### src/rtl/fp16_raddsub_pipe.sv
// fp16_raddsub_pipe: pipelined IEEE 754 binary16 adder/subtractor, round to
// nearest even, valid/ready on both ends, global stall on output backpressure.
//
// Ports:
//   clk, rst            clock, synchronous active-high reset
//   in_valid/in_ready   operand handshake; in_ready = !rst && !stall
//   in_a, in_b          operands {sign, exp[4:0], frac[9:0]}
//   in_sub              1: a - b, 0: a + b
//   out_valid/out_ready result handshake
//   out_r               FP16 result, held while out_valid && !out_ready
//
// Build option: define FP16_RADDSUB_SUBNORMAL_EN for gradual underflow;
// otherwise subnormal inputs and results flush to zero.
//
// Register levels: s0 unpack, s1 align, s2 add/sub, s3 normalize, s4 round,
// then the pack/output register, so an op accepted on edge N is visible on
// out_r after edge N+5.
module fp16_raddsub_pipe (
  input  logic        clk,
  input  logic        rst,
  input  logic        in_valid,
  output logic        in_ready,
  input  logic [15:0] in_a,
  input  logic [15:0] in_b,
  input  logic        in_sub,
  output logic        out_valid,
  input  logic        out_ready,
  output logic [15:0] out_r
);
  localparam logic [15:0] QNAN = 16'h7E00;

  logic stall, adv;
  assign stall    = out_valid && !out_ready;
  assign in_ready = !rst && !stall;
  assign adv      = !stall;

  // stage registers
  logic        s0_v, s1_v, s2_v, s3_v, s4_v;
  logic        s0_sp, s1_sp, s2_sp, s3_sp, s4_sp;
  logic [15:0] s0_spv, s1_spv, s2_spv, s3_spv, s4_spv;
  logic        s0_zs, s1_zs, s2_zs, s3_zs, s4_zs;
  logic        s0_sign, s1_sign, s2_sign, s3_sign, s4_sign;
  logic        s0_sub, s1_sub;
  logic [4:0]  s0_eb, s0_es, s1_e, s2_e;
  logic [10:0] s0_mb, s0_ms;
  logic [20:0] s1_mb, s1_ms, s3_m;
  logic [21:0] s2_sum;
  logic        s3_zero, s4_zero;
  logic [6:0]  s3_e, s4_e;
  logic [9:0]  s4_f;

  function automatic logic [4:0] lzc21(input logic [20:0] v);
    lzc21 = 5'd21;
    for (int i = 0; i <= 20; i++)
      if (v[i]) lzc21 = 5'(20 - i);
  endfunction

  // S0: unpack, classify specials, order operands by magnitude
  logic [4:0]  ea, eb, xa, xb;
  logic [10:0] ma, mb;
  logic        sa, sb, nan_a, nan_b, inf_a, inf_b, swap;
  logic        n0_sp;
  logic [15:0] n0_spv;
  always_comb begin
    ea = in_a[14:10];
    eb = in_b[14:10];
    sa = in_a[15];
    sb = in_b[15] ^ in_sub;
`ifdef FP16_RADDSUB_SUBNORMAL_EN
    xa = (ea == 5'd0) ? 5'd1 : ea;
    xb = (eb == 5'd0) ? 5'd1 : eb;
    ma = {ea != 5'd0, in_a[9:0]};
    mb = {eb != 5'd0, in_b[9:0]};
`else
    xa = ea;
    xb = eb;
    ma = (ea == 5'd0) ? 11'd0 : {1'b1, in_a[9:0]};
    mb = (eb == 5'd0) ? 11'd0 : {1'b1, in_b[9:0]};
`endif
    nan_a  = (ea == 5'h1F) && (in_a[9:0] != 10'd0);
    nan_b  = (eb == 5'h1F) && (in_b[9:0] != 10'd0);
    inf_a  = (ea == 5'h1F) && (in_a[9:0] == 10'd0);
    inf_b  = (eb == 5'h1F) && (in_b[9:0] == 10'd0);
    swap   = {xb, mb} > {xa, ma};
    n0_sp  = nan_a || nan_b || inf_a || inf_b;
    n0_spv = {sb, 5'h1F, 10'd0};
    if (nan_a || nan_b || (inf_a && inf_b && (sa != sb))) n0_spv = QNAN;
    else if (inf_a)                                       n0_spv = {sa, 5'h1F, 10'd0};
  end

  // S1: align small mantissa; bits shifted past the LSB fold into sticky
  logic [4:0]  n1_d;
  logic [41:0] n1_ext;
  logic [20:0] n1_ms;
  always_comb begin
    n1_d   = s0_eb - s0_es;
    n1_ext = {s0_ms, 10'd0, 21'd0} >> n1_d;
    n1_ms  = n1_ext[41:21] | {20'd0, |n1_ext[20:0]};
  end

  // S2: magnitude add/sub; big >= small so the difference is never negative
  logic [21:0] n2_sum;
  always_comb begin
    n2_sum = s1_sub ? ({1'b0, s1_mb} - {1'b0, s1_ms})
                    : ({1'b0, s1_mb} + {1'b0, s1_ms});
  end

  // S3: normalize so the hidden bit lands on bit 20
  logic [6:0]  e_in, n3_sh, n3_e;
  logic [20:0] n3_m;
  logic        n3_zero;
  always_comb begin
    e_in    = {2'b00, s2_e};
    n3_sh   = 7'(lzc21(s2_sum[20:0]));
    n3_m    = s2_sum[20:0];
    n3_e    = e_in;
    n3_zero = 1'b0;
    if (s2_sum[21]) begin
      n3_m = s2_sum[21:1] | {20'd0, s2_sum[0]};
      n3_e = e_in + 7'd1;
    end else begin
`ifdef FP16_RADDSUB_SUBNORMAL_EN
      // stop at exponent 1; a clear hidden bit then encodes a subnormal
      if (n3_sh > e_in - 7'd1) n3_sh = e_in - 7'd1;
      n3_zero = (s2_sum[20:0] == 21'd0);
`else
      n3_zero = (s2_sum[20:0] == 21'd0) || (e_in <= n3_sh);
`endif
      n3_m = s2_sum[20:0] << n3_sh;
      n3_e = e_in - n3_sh;
    end
  end

  // S4: round to nearest even on guard bit 9, sticky bits 8:0
  logic        n4_rnd;
  logic [11:0] n4_rm;
  logic [6:0]  n4_e;
  logic [9:0]  n4_f;
  always_comb begin
    n4_rnd = s3_m[9] & ((|s3_m[8:0]) | s3_m[10]);
    n4_rm  = {1'b0, s3_m[20:10]} + 12'(n4_rnd);
    n4_e   = n4_rm[10] ? s3_e : 7'd0;
    n4_f   = n4_rm[9:0];
    if (n4_rm[11]) begin
      n4_e = s3_e + 7'd1;
      n4_f = 10'd0;
    end
  end

  // pack: specials, zero sign, overflow to Inf
  logic [15:0] pack;
  always_comb begin
    pack = {s4_sign, s4_e[4:0], s4_f};
    if (s4_sp)              pack = s4_spv;
    else if (s4_zero)       pack = {s4_zs, 15'd0};
    else if (s4_e >= 7'd31) pack = {s4_sign, 5'h1F, 10'd0};
  end

  // valid chain and output register
  always_ff @(posedge clk) begin
    if (rst) begin
      s0_v      <= 1'b0;
      s1_v      <= 1'b0;
      s2_v      <= 1'b0;
      s3_v      <= 1'b0;
      s4_v      <= 1'b0;
      out_valid <= 1'b0;
      out_r     <= 16'h0000;
    end else if (adv) begin
      s0_v      <= in_valid && in_ready;
      s1_v      <= s0_v;
      s2_v      <= s1_v;
      s3_v      <= s2_v;
      s4_v      <= s3_v;
      out_valid <= s4_v;
      if (s4_v) out_r <= pack;
    end
  end

  // datapath registers, all held during a stall
  always_ff @(posedge clk) begin
    if (adv) begin
      s0_sp   <= n0_sp;    s0_spv  <= n0_spv;  s0_zs   <= sa & sb;
      s0_sign <= swap ? sb : sa;
      s0_sub  <= sa ^ sb;
      s0_eb   <= swap ? xb : xa;
      s0_es   <= swap ? xa : xb;
      s0_mb   <= swap ? mb : ma;
      s0_ms   <= swap ? ma : mb;

      s1_sp   <= s0_sp;    s1_spv  <= s0_spv;  s1_zs   <= s0_zs;
      s1_sign <= s0_sign;  s1_sub  <= s0_sub;  s1_e    <= s0_eb;
      s1_mb   <= {s0_mb, 10'd0};
      s1_ms   <= n1_ms;

      s2_sp   <= s1_sp;    s2_spv  <= s1_spv;  s2_zs   <= s1_zs;
      s2_sign <= s1_sign;  s2_e    <= s1_e;    s2_sum  <= n2_sum;

      s3_sp   <= s2_sp;    s3_spv  <= s2_spv;  s3_zs   <= s2_zs;
      s3_sign <= s2_sign;  s3_zero <= n3_zero; s3_e    <= n3_e;
      s3_m    <= n3_m;

      s4_sp   <= s3_sp;    s4_spv  <= s3_spv;  s4_zs   <= s3_zs;
      s4_sign <= s3_sign;  s4_zero <= s3_zero; s4_e    <= n4_e;
      s4_f    <= n4_f;
    end
  end

endmodule

### config.mk
export PLATFORM = sky130hd
export DESIGN_NAME = fp16_raddsub_pipe
export DESIGN_NICKNAME = d
export VERILOG_FILES = /design/src/rtl/fp16_raddsub_pipe.sv
export SDC_FILE = /design/constraint.sdc
export NUM_CORES = 1
export LEC_CHECK = 0
export ABC_CLOCK_PERIOD_IN_PS = 8600
export BUFFER_PORTS_ARGS = -buffer_cell sky130_fd_sc_hd__buf_2
export CAP_MARGIN = 10
export CORE_MARGIN = 2
export CORE_UTILIZATION = 30
export CTS_CLUSTER_SIZE = 10
export DETAILED_ROUTE_END_ITERATION = 7
export PLACE_DENSITY = 0.46
export RECOVER_POWER = 100
export SYNTH_ARGS = -nofsm -noshare
export SYNTH_HDL_FRONTEND = slang
export SYNTH_SLANG_ARGS = --single-unit
export TNS_END_PERCENT = 100
### constraint.sdc
create_clock -name clk -period 8.6 [get_ports clk]
set_clock_uncertainty 0.05 [all_clocks]
set_input_delay 2.58 -clock clk [delete_from_list [all_inputs] [get_ports clk]]
set_output_delay 2.58 -clock clk [all_outputs]
set_load 0.02 [all_outputs]
# Word-level counts from Yosys, hierarchy flattened
# Index checks and enable logic that the tools add are counted.
[word_totals]
ff_bits = 262
[op_classes]
order_cmp = 3
reduce_logical = 27
n_mux = 37
bitwise = 8
shifts = 2
addsub = 7
eq_ne = 3
[op_table]
columns = ["op", "count"]
rows = [
  ["2-to-1 mux 5 bit", 22],
  ["2-to-1 mux 16 bit", 3],
  ["2-to-1 mux 11 bit", 4],
  ["bitwise OR 21 x 1 -> 21 bit", 2],
  ["right shift 42 x 5 -> 42 bit", 1],
  ["adder 21 x 21 -> 22 bit", 1],
  ["2-to-1 mux 22 bit", 1],
  ["subtractor 21 x 21 -> 22 bit", 1],
  ["logical NOT 21 bit", 1],
  ["2-to-1 mux 21 bit", 1],
  ["2-to-1 mux 7 bit", 3],
  ["OR reduction 21 bit", 1],
  ["left shift 21 x 5 -> 21 bit", 1],
  ["logical NOT 10 bit", 2],
  ["nonzero test 10 bit", 2],
  ["greater-than comparator 16 bit", 1],
  ["2-to-1 mux 15 bit", 1],
  ["adder 11 x 1 -> 12 bit", 1],
  ["== test 5 bit, second input constant", 2],
  ["logical NOT 5 bit", 2],
  ["logical AND 1 bit", 9],
  ["OR reduction 9 bit", 1],
  ["adder 7 x 1 -> 7 bit, second input constant", 1],
  ["greater-or-equal comparator 7 x 5 -> 1 bit, second input constant", 1],
  ["13 further kinds", 22],
]

# Logic depth before layout (Yosys ltp)
# Gate-level depths: netlist of run 1.
[depth]
ltp_word = 23
mapped_depth = 16
mapped_depth_nobuf = 14

# Worst setup path after synthesis of run 1
# OpenSTA, ideal clock, no wires.
[synth_path]
path_kind = "in2reg"
startpoint = "in out_ready"
endpoint = "reg out_r[10]"
cell_stages = 8
path_buffers = 3
path_slack_ns = 0.445
arrival_time_ns = 7.977
setup_time_ns = 0.128
cell_sequence = "nor2b_1 -> clkbuf_1 -> clkinv_1 -> and2_0 -> clkbuf_1 -> clkbuf_1 -> o21ai_0 -> nor2_1"
[synth_between]
elab_chain_len = 4
[synth_rtl]
columns = ["element", "line_no", "text"]
rows = [
  ["start, declared", "27", "input logic out_ready,"],
  ["logical NOT 1 bit", "33", "assign stall = out_valid && !out_ready;"],
  ["logical AND 1 bit", "33", ""],
  ["NOT 1 bit (no source line)", "n/a", ""],
  ["AND reduction 2 bit (no source line)", "n/a", ""],
  ["end signal, assigned", "176", "if (s4_v) out_r <= pack;"],
  ["end, declared", "28", "output logic [15:0] out_r"],
]
# No other way between the ends.
# A chain may end at the register's enable or synchronous reset.

# Final worst setup path of run 1
[layout_path]
startpoint = "in out_ready"
endpoint = "reg s0_ms[2] (enable)"
[layout_between]
elab_chain_len = 2
[layout_rtl]
columns = ["element", "line_no", "text"]
rows = [
  ["logical NOT 1 bit", "33", ""],
  ["logical AND 1 bit", "33", ""],
  ["end signal, assigned", "189", "s0_ms <= swap ? ma : mb;"],
  ["end, declared", "45", "logic [10:0] s0_mb, s0_ms;"],
]
# No other way between the ends.

==> results of run 1 <==
==> state kept, by name, summed over array words and instances, names as in the netlist, 5 cells and up <==
signal,flops
out_r,16
s0_eb,5
s0_es,5
s0_mb,11
s0_ms,11
s1_e,5
s1_mb,11
s1_ms,21
s2_e,5
s2_sum,22
s3_e,7
s3_m,21
s4_e,7
s4_f,10
==> routing by layer <==
metal	global-route usage	up-vias	wire [µm]
li1	-	3991	-
met1	0.179	3764	12200
met2	0.221	173	11600
met3	0.0242	41	880
met4	0.0570	0	703
met5	0	-	0
==> per-stage QoR <==
| stage | util | cells | power (mW) | area [µm²] |
|---|---|---|---|---|
| final | 0.338 | 1596 | 3.83 | 12300 |
| after detailed placement | 0.324 | 1564 | 3.06 | 11800 |
| after global placement | 0.324 | 1564 | 3.06 | 11800 |
| after global routing | 0.338 | 1596 | 4.11 | 12300 |
| after floorplan | - | 1076 | 2.64 | 11000 |
| after CTS | 0.340 | 1596 | 3.87 | 12400 |
==> report_power, final <==
group,internal (mW),switching (mW)
sequential,1.35,0.229
combinational,0.580,0.874
clock,0.414,0.386
==> worst paths after layout <==
kind	from	to	slack (ns)	cells past startpoint
max	out_ready	s0_ms[2]	2.05	5
min	s1_e[2]	s2_e[2]	0.36	0
max reg2reg	s2_sum[18]	s3_zero	3.38	13
min reg2reg	s1_e[2]	s2_e[2]	0.36	0
==> area by class of cell <==
type                       instances  area (µm²)
clock buffer                      19         464
clock inverter                    13         135
fill                            3757       24100
inverter                          65         249
multi-input combinational        775        5040
sequential                       192        5550
tap                              468         586
timing repair buffer              64         299
==> layout by cell type, fill, tap and decap left out, types with 5 or more instances in the layout <==
cell	netlist	final
edfxtp_1	170	170
nand2_1	126	126
nor2_1	105	105
a21oi_1	88	88
inv_1	62	62
o21ai_0	59	59
ha_1	52	52
mux2i_1	51	51
nand3_1	36	36
buf_2	10	34
xnor2_1	27	27
clkbuf_1	32	25
nor3_1	24	24
dfxtp_1	22	22
clkbuf_16	0	18
mux2_2	17	16
xor2_1	15	15
nor4_1	13	13
nand2b_1	10	10
nor2b_1	10	10
o31ai_1	8	9
o21a_1	8	8
o211ai_1	7	7
and3_1	7	7
nand4_1	7	7
a21o_1	6	6
a31oi_1	6	6
and2_0	1	6
nand3b_1	5	5
a211oi_1	5	5
a22oi_1	5	5
==> kinds of logic after synthesis <==
family | count (synthesis)
compound gates | 237
xor+xnor | 43
fa+ha+maj | 55
buf+inv | 109
flops | 192
mux | 74
simple gates | 366
==> metrics, run 1 <==
status=finished, violations left; failing checks=max-capacitance violations, max-slew violations; count leader, synth=edfxtp_1; Port Buf Inserts=54; CP arrival=6.55 ns; CTS Sinks=192; CP peak stage delay=1.94 ns; syn_nets=1168; Synth area leader=edfxtp_1; htree depth=4; Core Region=36400 µm²; Final period util=0.762; clock slew at reported path FFs=0.07 ns; cell chain of the critical path=buf_2 -> nor2b_1 -> inv_6 -> clkbuf_1 -> clkbuf_2; top-area cell type share of the netlist area=0.463; Synth Area in Simple Gates=0.150; Routability Congestion=0.882; average wire per standard cell=15.9 µm; flops & latches, synth=192; CTS tree=done; critical path type=in2reg; Antenna diodes=0; vias per cell=4.99; main combinational cell family by area after synthesis=simple AND/OR/NAND/NOR gates; P&R area growth vs syn=11.7%; first-pass GRT wire length=41.3 mm; post-synth cell types=69; Worst-Skew Late Latency=0.44 ns; Synth Warn #=0; top_reg_cell synth=edfxtp_1; Final nets=approximately 1200; Peak Freq=153 MHz; Post-synth top cells=edfxtp_1 (170), nand2_1 (126), nor2_1 (105); Hold WC Path Type=reg2reg; Critical Path Start Type=input pin; worst slew pin tran=~2.7 ns; CTS Root Cell=clkbuf_16; post-route setup TNS=0 ns; vias in the first global route=7810; Syn Std Cell Area=11000 µm²; share of cells above drive strength 1=0.0922; DRC viols=0; DRT Pass-1 Iters=6; setup bufs post-CTS=0; RSZ-0062 raised after global routing=no; die area=38300 µm²; slowest CP cell=clkbuf_1; setup slack after layout=2.05 ns; initial core utilization=0.303; final hold vios=0; Die W=just under 200 µm; post-synthesis compound-gate area fraction=0.134; total gr overflow=0; PostCTS Resize Cnt=0; hold_buf cts=0; Worst Path Required=about 8.6 ns; total number of vias=approximately 8000; Slew headroom=-0.773; Seq/Total Area, Yosys=0.503; ys async rst share=0; max cap viols=4; CP bufs+invs=4; adder-cell share of the synthesized area=0.0644; hold slack=roughly 0.36 ns; fin crit period=6.55 ns; TritonCTS Buffers=17; chip height=196 µm; power per cell area=311 nW/µm²; Top Family by Delay on Critical Path=buffers and inverters; synthesized area per cell=10.3 µm²; Critical Path Fanout Max=76; worst slack, placed=about 2.1 ns; initial antenna violation count=0; largest net degree at the start of global routing=77; Post-Syn Instances=roughly 1100; XOR/XNOR Fraction of Synth Area=0.0348; peak supply drop=180 µV; clock buffer depth=2; Area contributors post-synth=edfxtp_1 (46%), ha_1 (5.9%), mux2i_1 (4.6%), nand2_1 (4.3%), a21oi_1 (4.0%); drt total wl=roughly 25 mm; leakage=4.86 nW; total track usage=0.136; starting DRC count in detailed routing=570; Final Max Slew Viols=~140; Crit. End Element=flip-flop; EDFF count, synth=170; ANT nets after route=0; Post-DP HPWL=18.9 mm; post-synthesis mux area share=0.0745; Setup Viol. Count Final=0; cell row count=70; top-level I/O count=55
Power figures use the tool's default switching activity.
==> run 2: changes to the inputs <==
--- a/config.mk
+++ b/config.mk
@@ -5,14 +5,15 @@
 export SDC_FILE = /design/constraint.sdc
 export NUM_CORES = 1
 export LEC_CHECK = 0
-export ABC_CLOCK_PERIOD_IN_PS = 8600
+export ABC_AREA = 1
+export ABC_CLOCK_PERIOD_IN_PS = 5900
 export BUFFER_PORTS_ARGS = -buffer_cell sky130_fd_sc_hd__buf_2
 export CAP_MARGIN = 10
 export CORE_MARGIN = 2
 export CORE_UTILIZATION = 30
 export CTS_CLUSTER_SIZE = 10
 export DETAILED_ROUTE_END_ITERATION = 7
-export PLACE_DENSITY = 0.46
+export PLACE_DENSITY = 0.47
 export RECOVER_POWER = 100
 export SYNTH_ARGS = -nofsm -noshare
 export SYNTH_HDL_FRONTEND = slang
==> constraint.sdc (replaced) <==
create_clock -name clk -period 5.9 [get_ports clk]
set_clock_uncertainty 0.05 [all_clocks]
set_input_delay 1.77 -clock clk [delete_from_list [all_inputs] [get_ports clk]]
set_output_delay 1.77 -clock clk [all_outputs]
set_load 0.02 [all_outputs]
==> run 2 against run 1 <==
Sequential share of layout area up 0.29 points. Highest routed layer unchanged. Cell count grew 11%. Wire length decreased by 3.3%. Non-clock buffer count unchanged. Area after synthesis decreased by 0.87%. Design area is 0.65% lower. Combinational power increased by 67%. Die area decreased by 0.86%. Critical path depth rose by 11. Largest power group is now combinational cells. Hold slack better by 0.0032 ns. The flow still finishes with violations (max-capacitance violations, max-slew violations). Clock-buffer cell count fell by 1.
==> metrics, run 2 <==
status=finished, violations left (unchanged); failing checks=max-capacitance violations, max-slew violations (unchanged); Post-DP HPWL=18.6 mm (was 18.9 mm); Biggest register=s2_sum (unchanged); Synth area leader=edfxtp_1 (unchanged); Final Max Slew Viols=48 (was 142); main combinational cell family by area after synthesis=simple AND/OR/NAND/NOR gates (unchanged); CP peak stage delay=0.39 ns (was 1.94 ns); critical path type=in2reg (unchanged); CTS Sinks=192 (unchanged); DRT Pass-1 Iters=6 (unchanged); Critical Path Fanout Max=15 (was 76); setup slack, reg-to-reg=1.58 ns (was 3.38 ns); Hold WC Path Type=reg2reg (unchanged); fin crit period=approximately 4.8 ns; Area contributors post-synth=edfxtp_1 (47%), nand2_1 (9.2%), ha_1 (5.9%), inv_1 (5.3%), o21ai_0 (5.3%) (was edfxtp_1 (46%), ha_1 (5.9%), mux2i_1 (4.6%), nand2_1 (4.3%), a21oi_1 (4.0%)); Routability Congestion=0.851 (was 0.882); Final period util=0.812; Post-Syn Instances=1247 (was 1076); final hold vios=0 (unchanged); post-synthesis compound-gate area fraction=0.119 (was 0.134); total track usage=0.134 (was 0.136); ys async rst share=0 (unchanged); Pwr Total=5.87 mW (was 3.83 mW); htree depth=4 (unchanged); post-synth cell types=43 (was 69); XOR/XNOR Fraction of Synth Area=0.0256 (was 0.0348); slowest CP cell=nand3_1 (was clkbuf_1); peak supply drop=196 µV (was 180 µV); Final nets=1385 (was 1207); clock slew at reported path FFs=0.07 ns (about the same); synthesized area per cell=8.77 µm² (was 10.3 µm²); most frequent cells in the layout=nand2_1 (270), edfxtp_1 (170), inv_1 (154), o21ai_0 (118), nand3_1 (113) (was edfxtp_1 (170), nand2_1 (126), nor2_1 (105), a21oi_1 (88), inv_1 (62)); drt total wl=24.6 mm (was 25.4 mm); P&R area growth vs syn=11.9% (was 11.7%); ANT nets after route=0 (unchanged); adder-cell share of the synthesized area=0.0650 (was 0.0644); total number of vias=8453 (was 7969); CTS tree=done (unchanged); initial core utilization=0.306 (was 0.303); hold path cells=0 (unchanged); top_reg_cell synth=edfxtp_1 (unchanged); post-synthesis mux area share=0.0101 (was 0.0745); flops & latches, synth=192 (unchanged); count leader, synth=nand2_1 (was edfxtp_1); average wire per standard cell=13.9 µm (was 15.9 µm); Setup Viol. Count Final=0 (unchanged); max reg flops=22 (unchanged); Seq/Total Area, Yosys=0.507 (was 0.503); clock buffer depth=2 (unchanged); top sig layer=met4 (unchanged); Syn Std Cell Area=10900 µm² (was 11000 µm²); hold_buf cts=0 (unchanged); top-level I/O count=55 (unchanged); Endpoint, Worst Hold=s2_spv[15] (was s2_e[2]); setup bufs post-CTS=0 (unchanged); Synth Area in Simple Gates=0.204 (was 0.150); PostCTS Resize Cnt=0 (unchanged); cell row count=69 (was 70); Worst-Skew Late Latency=0.44 ns (about the same); die area=38000 µm² (was 38300 µm²); hold slack=0.367 ns (was 0.363 ns); Antenna diodes=0 (unchanged); vias in the first global route=8439 (was 7810); CP arrival=5.01 ns (was 6.55 ns); top-area cell type share of the netlist area=0.467 (was 0.463); vias per cell=4.79 (was 4.99); DRC viols=0 (unchanged); TritonCTS Buffers=17 (unchanged); Worst R2R Start=s2_sum[1] (was s2_sum[18]); syn_nets=1339 (was 1168); met3 routed WL=912 µm (was 880 µm); EDFF count, synth=170 (unchanged); Crit Reg-Reg Endpoint=s3_zero (unchanged); leading cell type in the layout, fill and taps excluded=nand2_1 (was edfxtp_1); Synth Warn #=0 (unchanged); Crit. End Element=flip-flop (unchanged); initial antenna violation count=0 (unchanged); cell chain of the critical path=clkbuf_1 -> nor3_1 -> nand3_1 -> nand2_1 -> inv_1 -> ha_1 -> a21oi_1 -> nor2_1 -> a211oi_1 -> o221ai_1 -> nand2_1 -> o2111ai_1 -> nand2_1 -> clkbuf_1 -> nand2_1 -> o22ai_1 (was buf_2 -> nor2b_1 -> inv_6 -> clkbuf_1 -> clkbuf_2); largest net degree at the start of global routing=103 (was 77); post-route setup TNS=0 ns (unchanged); Core Region=35700 µm² (was 36400 µm²); power per cell area=480 nW/µm² (was 311 nW/µm²); RSZ-0062 raised after global routing=no (unchanged); share of cells above drive strength 1=0.0575 (was 0.0922); CTS Root Cell=clkbuf_16 (unchanged); starting DRC count in detailed routing=500 (was 570); metal1 wirelength=11.6 mm (was 12.2 mm); Port Buf Inserts=54 (unchanged); first-pass GRT wire length=41.7 mm (was 41.3 mm); Peak Freq=209 MHz; worst slew pin tran=2.40 ns (was 2.66 ns); total gr overflow=0 (unchanged); Die W=195 µm (was 196 µm); Post-synth top cells=nand2_1 (268), edfxtp_1 (170), inv_1 (154) (was edfxtp_1 (170), nand2_1 (126), nor2_1 (105)); cell mode on critical path=nand2_1; Slew headroom=-0.598 (was -0.773); Worst Path Required=6.12 ns (was 8.60 ns); Critical Path Start Type=input pin (unchanged); Final Non-Filler Cells=1766 (was 1596); leakage=5.37 nW (was 4.86 nW); DR WL met2=11.6 mm (about the same); hold path start=s1_spv[15] (was s1_e[2]); max cap viols=1 (was 4); R2R depth=26 (was 13); leading registers by flop count=s2_sum (22), s1_ms (21), s3_m (21) (unchanged); dpl cells=1735 (was 1564); chip height=195 µm (was 196 µm)
## run 2: kinds of logic (layout without fill, tap and decap cells)
group / after synthesis / in the layout
AOI/OAI and AO/OA: 239 / 239
xor gates and xnor gates: 32 / 32
adders and majority gates: 55 / 55
buffers and inverters: 195 / 253
DFF: 192 / 192
muxes: 11 / 11
and+or+nand+nor: 523 / 523
## run 2: how the worst max path moves through the flow
stage	endpoint	slack (ns)	start
after floorplan	s0_eb[0]	0.1	out_ready
after global placement	s0_ms[1]	0.88	in_b[10]
after detailed placement	s0_ms[0]	0.85	in_b[10]
after CTS	s0_ms[0]	1.29	in_b[10]
after global routing	s0_ms[1]	0.66	in_b[10]
final	s0_ms[1]	1.11	in_b[10]
## run 2: per-layer routing
metal / up-vias / track usage
met1: 3867 / 0.173
met2: 165 / 0.228
met5: - / 0
li1: 4387 / -
met3: 34 / 0.0241
met4: 0 / 0.0450
## run 2: report_power, final
group,internal (mW),total (mW),switching [mW]
Clock,0.675,1.20,0.525
Sequential,2.02,2.25,0.236
Combinational,0.816,2.42,1.60
Total,3.51,5.87,2.36
## run 2: final cells by class
class                      instances  area [µm²]
multi-input combinational        860        4610
inverter                         158         598
fill                            3789       23500
timing repair buffer              64         302
clock buffer                      18         429
clock inverter                    13         178
sequential                       192        5550
tap                              461         577
## run 2: through the flow
stage / worst slack, ns / instance area [µm²] / util
floorplan: 0.0968 / 10900 / -
global placement: 0.883 / 11700 / 0.327
detailed placement: 0.847 / 11700 / 0.327
CTS: 1.29 / 12300 / 0.344
global route: 0.659 / 12200 / 0.343
finish: 1.11 / 12200 / 0.343
## run 2: worst max-delay path: cells and delay by family
kind                       cells  cell delay (ns)
AOI/OAI and AO/OA              5             0.82
buffers and inverters          3             0.55
adders and majority gates      1             0.31
and+or+nand+nor                7             1.55
